$ cat src/rtl/bitstream_loader.sv
// ---------------------------------------------------------------------------
// bitstream_loader
//   Configuration-side driver for the CLB programming chain. It accepts
//   configuration words over a valid/ready stream and shifts them LSB-first
//   onto prog_in. prog_en qualifies each bit. Exactly CHAIN_LEN bits are
//   issued per load. Upper bits of the final word beyond LAST_BITS are
//   discarded.
//
//   Optional build macro: PROG_READBACK_EN
//     When this macro is defined, the block captures the previous chain
//     contents as they emerge on prog_out. It packs them LSB-first into
//     rb_data and marks each completed word with rb_valid.
//
// Ports
//   prog_clk   in   clock; all logic on the rising edge
//   prog_rst   in   synchronous active-high reset
//   start      in   single-cycle request to begin a full chain load
//   cfg_data   in   configuration word, bit 0 shifted first
//   cfg_valid  in   cfg_data is valid
//   cfg_ready  out  loader accepts a word this cycle (state decode)
//   prog_in    out  serial bit to the chain (registered)
//   prog_en    out  chain shift enable (registered)
//   prog_out   in   serial output of the chain tail (readback only)
//   rb_data    out  readback word          (PROG_READBACK_EN only)
//   rb_valid   out  readback word strobe   (PROG_READBACK_EN only)
//   busy       out  load in progress
//   done       out  last load completed (level)
// ---------------------------------------------------------------------------
module bitstream_loader #(
  parameter int unsigned CHAIN_LEN = 1024,
  parameter int unsigned WORD_W    = 32
) (
  input  logic              prog_clk,
  input  logic              prog_rst,
  input  logic              start,
  input  logic [WORD_W-1:0] cfg_data,
  input  logic              cfg_valid,
  output logic              cfg_ready,
  output logic              prog_in,
  output logic              prog_en,
  input  logic              prog_out,
`ifdef PROG_READBACK_EN
  output logic [WORD_W-1:0] rb_data,
  output logic              rb_valid,
`endif
  output logic              busy,
  output logic              done
);

  localparam int unsigned NWORDS    = (CHAIN_LEN + WORD_W - 1) / WORD_W;
  localparam int unsigned LAST_BITS = CHAIN_LEN - (NWORDS - 1) * WORD_W;
  localparam int unsigned CNT_W     = $clog2(CHAIN_LEN + 1);
  localparam int unsigned WC_W      = (NWORDS > 1) ? $clog2(NWORDS) : 1;
  localparam int unsigned BI_W      = $clog2(WORD_W + 1);

  typedef enum logic [1:0] {
    S_IDLE  = 2'd0,
    S_LOAD  = 2'd1,
    S_SHIFT = 2'd2,
    S_DONE  = 2'd3
  } state_t;

  state_t              r_state,    w_state;
  logic [WORD_W-1:0]   r_sreg,     w_sreg;
  logic [BI_W-1:0]     r_bit_idx,  w_bit_idx;
  logic [WC_W-1:0]     r_word_cnt, w_word_cnt;
  logic [CNT_W-1:0]    r_bit_cnt,  w_bit_cnt;
  logic                r_prog_in,  w_prog_in;
  logic                r_prog_en,  w_prog_en;

  logic                w_last_word;
  logic [BI_W-1:0]     w_word_len_m1;
  logic                w_can_issue;

  // Current word geometry; the final word may be short.
  assign w_last_word   = (r_word_cnt == WC_W'(NWORDS - 1));
  assign w_word_len_m1 = w_last_word ? BI_W'(LAST_BITS - 1) : BI_W'(WORD_W - 1);
  // Hard cap: never more than CHAIN_LEN enables per load.
  assign w_can_issue   = (r_bit_cnt != CNT_W'(CHAIN_LEN));

  // Next-state and bit-issue logic.
  always_comb begin
    w_state    = r_state;
    w_sreg     = r_sreg;
    w_bit_idx  = r_bit_idx;
    w_word_cnt = r_word_cnt;
    w_bit_cnt  = r_bit_cnt;
    w_prog_in  = r_prog_in;
    w_prog_en  = 1'b0;

    unique case (r_state)
      S_IDLE, S_DONE: begin
        if (start) begin
          w_state    = S_LOAD;
          w_bit_cnt  = '0;
          w_word_cnt = '0;
          w_bit_idx  = '0;
        end
      end

      S_LOAD: begin
        if (cfg_valid && w_can_issue) begin
          // Bit 0 goes out on the handshake edge; the rest stay in sreg.
          w_sreg    = cfg_data >> 1;
          w_prog_in = cfg_data[0];
          w_prog_en = 1'b1;
          w_bit_cnt = r_bit_cnt + 1'b1;
          if (w_word_len_m1 == '0) begin
            if (w_last_word) begin
              w_state = S_DONE;
            end else begin
              w_word_cnt = r_word_cnt + 1'b1;
            end
          end else begin
            w_state   = S_SHIFT;
            w_bit_idx = BI_W'(1);
          end
        end
      end

      S_SHIFT: begin
        w_prog_in = r_sreg[0];
        w_prog_en = w_can_issue;
        w_sreg    = r_sreg >> 1;
        w_bit_idx = r_bit_idx + 1'b1;
        if (w_can_issue) begin
          w_bit_cnt = r_bit_cnt + 1'b1;
        end
        if ((r_bit_idx == w_word_len_m1) || !w_can_issue) begin
          w_bit_idx = '0;
          if (w_last_word || !w_can_issue) begin
            w_state = S_DONE;
          end else begin
            w_state    = S_LOAD;
            w_word_cnt = r_word_cnt + 1'b1;
          end
        end
      end

      default: w_state = S_IDLE;
    endcase
  end

  // State and output registers.
  always_ff @(posedge prog_clk) begin
    if (prog_rst) begin
      r_state    <= S_IDLE;
      r_sreg     <= '0;
      r_bit_idx  <= '0;
      r_word_cnt <= '0;
      r_bit_cnt  <= '0;
      r_prog_in  <= 1'b0;
      r_prog_en  <= 1'b0;
    end else begin
      r_state    <= w_state;
      r_sreg     <= w_sreg;
      r_bit_idx  <= w_bit_idx;
      r_word_cnt <= w_word_cnt;
      r_bit_cnt  <= w_bit_cnt;
      r_prog_in  <= w_prog_in;
      r_prog_en  <= w_prog_en;
    end
  end

  assign cfg_ready = (r_state == S_LOAD);
  assign busy      = (r_state == S_LOAD) || (r_state == S_SHIFT);
  assign done      = (r_state == S_DONE);
  assign prog_in   = r_prog_in;
  assign prog_en   = r_prog_en;

`ifdef PROG_READBACK_EN
  logic [WORD_W-1:0] r_rb_acc;
  logic [WORD_W-1:0] r_rb_data;
  logic              r_rb_valid;
  logic [BI_W-1:0]   r_rb_cnt;
  logic [WC_W-1:0]   r_rb_word;
  logic              w_rb_last;
  logic [BI_W-1:0]   w_rb_len_m1;
  logic [WORD_W-1:0] w_rb_bit;

  assign w_rb_last   = (r_rb_word == WC_W'(NWORDS - 1));
  assign w_rb_len_m1 = w_rb_last ? BI_W'(LAST_BITS - 1) : BI_W'(WORD_W - 1);
  assign w_rb_bit    = WORD_W'(prog_out) << r_rb_cnt;

  // Capture the tail bit on every edge where the chain shifts. A full pass
  // always leaves the counters at zero, so a new load needs no extra clear.
  always_ff @(posedge prog_clk) begin
    if (prog_rst) begin
      r_rb_acc   <= '0;
      r_rb_data  <= '0;
      r_rb_valid <= 1'b0;
      r_rb_cnt   <= '0;
      r_rb_word  <= '0;
    end else begin
      r_rb_valid <= 1'b0;
      if (r_prog_en) begin
        if (r_rb_cnt == w_rb_len_m1) begin
          r_rb_data  <= r_rb_acc | w_rb_bit;
          r_rb_valid <= 1'b1;
          r_rb_acc   <= '0;
          r_rb_cnt   <= '0;
          r_rb_word  <= w_rb_last ? '0 : (r_rb_word + 1'b1);
        end else begin
          r_rb_acc <= r_rb_acc | w_rb_bit;
          r_rb_cnt <= r_rb_cnt + 1'b1;
        end
      end
    end
  end

  assign rb_data  = r_rb_data;
  assign rb_valid = r_rb_valid;
`else
  logic w_unused_prog_out;
  assign w_unused_prog_out = prog_out;
`endif

endmodule

$ cat config.mk
export PLATFORM = sky130hd
export DESIGN_NAME = bitstream_loader
export DESIGN_NICKNAME = d
export VERILOG_FILES = /design/src/rtl/bitstream_loader.sv
export SDC_FILE = /design/constraint.sdc
export NUM_CORES = 1
export LEC_CHECK = 0
export ABC_AREA = 1
export CAP_MARGIN = 20
export CORE_MARGIN = 2
export CORE_UTILIZATION = 55
export DETAILED_ROUTE_END_ITERATION = 10
export GPL_TIMING_DRIVEN = 0
export PLACE_DENSITY = 0.8
export SYNTH_ARGS = -nofsm -noshare
export SYNTH_HDL_FRONTEND = slang
export SYNTH_SLANG_ARGS = --single-unit
$ cat constraint.sdc
create_clock -name prog_clk -period 2.8 [get_ports prog_clk]
set_input_delay 0.56 -clock prog_clk [delete_from_list [all_inputs] [get_ports prog_clk]]
set_output_delay 0.56 -clock prog_clk [all_outputs]
set_load 0.03 [all_outputs]
==> run summary <==
First-pass GRT wire length: 12500 µm
Syn. warnings: 0
Largest net degree at the start of global routing: 11
# diodes: 0
Area contributors post-synth: dfxtp_1 (36%), nand2_1 (21%), nor2_1 (11%), o21ai_0 (5.5%), inv_1 (3.9%)
Max-slew violation count: 0
Ys async rst share: 0
Status: finished, final reports clean
Type of the worst min-delay path: flip-flop to flip-flop
FILL cells: 531
Clock Latency Late Sink: 0.34 ns
CTS root buf: clkbuf_8
Tcrit/Tclk final: 0.952
Total core area: 5570 µm²
Worst hold path depth: 2
Final hold viol count: 0
Cell Rows: 27
Layout cells sized above 1: 0.0929
Vias in the first global route: 2952
Slew @ Worst Pin: 0.468 ns
Met2 Use GR: 0.428
R2R setup slack: 0.79 ns
Setup violators final: 0
Post-route minimum period: 2.66 ns
Area delta synth->final: 21.1%
Hold slack: 0.478 ns
IO buf count: 39
Max Clock Freq: 0.375 GHz
Critical path class: flip-flop to primary output
Routed Antenna Nets: 0
Worst r2r src: r_state[0]
Leakage: 0.00180 µW
Setup TNS: 0 ns
Global Route Usage Sum: 0.244
Total detailed-routing wirelength: 7350 µm
Final net count: 602
Ys flop type: dfxtp_1
Initial antenna violation count: 0
Mapped Area: 3200 µm²
Sink Count: 57
Post-CTS Hold Buffers: 0
Drt via density: 5.15
Cell taking the most area after synthesis: dfxtp_1
Required time of the critical path: 2.24 ns
Placed cell areas: 3680 µm²
Initial DRC Count: 214
CTS Buf Count: 9
Drt pass-1 iters: 5
Slew HR: 0.687
CP max FO: 10
Crit path DAT: 2.10 ns
Netlist cell types: 30
Post-CTS Setup Inserts: 0
Global route hottest layer: met2
Gpl congestion: 0.852
Post-DP HPWL: 5240 µm
Met3 Usage GRT: 0.0438
CTS tree: built
Met1 usage: 0.295
Remaining DRCs: 0
Max-cap violations: 0
H-tree levels: 3
Ports: 42
P per Cell Area: 602 nW/µm²
Syn nets: 552
Seq cells post-synth: 57
Final non-filler cell area: 3870 µm²
Die Span Y: 80.2 µm
Post-synth EDFFs: 0
GR Overflow Total: 0
Gate Count Post-Synth: 506
Post-Place Cells: 617
Worst setup EP type: primary output
Initial Utilization: 0.574
Top post-synthesis cells by count: nand2_1 (175), nor2_1 (97), dfxtp_1 (57)
Core Util, Final: 0.695
Post-Syn Area per Cell: 6.32 µm²
Final clock skew: 0.00596 ns
Worst Hold Launch: r_sreg[30]
CTS clk-pin slew, worst paths: 0.06 ns
Die Width: 80.2 µm
Peak supply drop: 0.484 mV
Vias: 3257
Post-cts gate resize count: 0
Hold endpoint: r_sreg[30]
WL/cell: 11.6 µm
Startpoint Class: flip-flop
Final cell count without fillers: 632
R2r worst-path depth: 9
Sequential element share of the synthesized area: 0.357
Top-count cell post-synth: nand2_1
Post-synth top area share: 0.357
Die ar.: 6440 µm²
Unrepaired setup endpoints after global routing: false
Crit Reg-Reg Endpoint: r_bit_cnt[6]
Max clock buf depth: 2
worst max path at each step:
| stage | end | slack, ns | cells past startpoint | start |
|---|---|---|---|---|
| after floorplan | r_word_cnt[0] | 0.94 | 11 | r_state[0] |
| after global placement | busy | 0.54 | 5 | r_state[0] |
| after detailed placement | busy | 0.50 | 5 | r_state[0] |
| after CTS | busy | 0.13 | 5 | r_state[0] |
| after global routing | busy | 0.06 | 5 | r_state[0] |
| final | busy | 0.14 | 5 | r_state[0] |
metrics by stage:
| step | setup WS (ns) | power (µW) |
|---|---|---|
| CTS | 0.133 | 2340 |
| finish | 0.135 | 2330 |
| global route | 0.0627 | 2470 |
| detailed placement | 0.502 | 1580 |
| floorplan | 0.939 | 1390 |
| global placement | 0.538 | 1550 |
kinds of logic after synthesis:
kind of cell	after synthesis	share of synthesized area
buf+inv	62	0.0885
fa+ha+maj	9	0.0352
simple gates	327	0.438
compound gates	51	0.0818
flops	57	0.357
cell type report:
cell class / instances / area, µm² / area share
sequential: 57 / 1140 / 0.295
clock inverter: 3 / 40.0 / 0.0103
timing repair buffer: 39 / 390 / 0.101
tap: 72 / 90.1 / 0.0233
multi-input combinational: 387 / 1770 / 0.458
inverter: 40 / 150 / 0.0388
buffer: 22 / 133 / 0.0342
clock buffer: 12 / 155 / 0.0401
where the power goes:
| group | switching [µW] | internal, µW | leakage [µW] |
|---|---|---|---|
| clock network | 316 | 451 | 0.000102 |
| logic | 369 | 227 | 0.00123 |
| registers | 56.5 | 912 | 0.000465 |
| total | 741 | 1590 | 0.00180 |
registers in the layout, indices dropped and copies added (netlist names):
name / flops
r_sreg: 31
r_bit_cnt: 11
r_bit_idx: 6
r_word_cnt: 5
r_state: 2
prog_en: 1
prog_in: 1
worst max-delay path: stages (launching register included):
cell             delay, ns
dfxtp_1               0.39
inv_1                 0.09
ha_1                  0.29
buf_2                 0.18
inv_1                 0.13
clkdlybuf4s50_1       0.68
layout by cell type, fill, tap and decap left out, drive strengths merged:
| cell | n |
|---|---|
| clkinv | 4 |
| a21boi | 1 |
| nor3b | 3 |
| buf | 13 |
| clkdlybuf4s50 | 39 |
| o21ai | 37 |
| nand2 | 182 |
| nor4 | 1 |
| clkbuf | 21 |
| or2 | 1 |
| nor2 | 102 |
| dfxtp | 57 |
| nand4 | 11 |
| nand3 | 22 |
| bufinv | 1 |
| inv | 38 |
| ha | 9 |
| nor3 | 5 |
| a21oi | 13 |
metal layers:
| metal | up-vias | routed length (µm) |
|---|---|---|
| li1 | 1682 | - |
| met1 | 1465 | 3390 |
| met2 | 98 | 3480 |
| met3 | 12 | 346 |
| met4 | 0 | 138 |
| met5 | - | 0 |
Power figures use the tool's default switching activity.
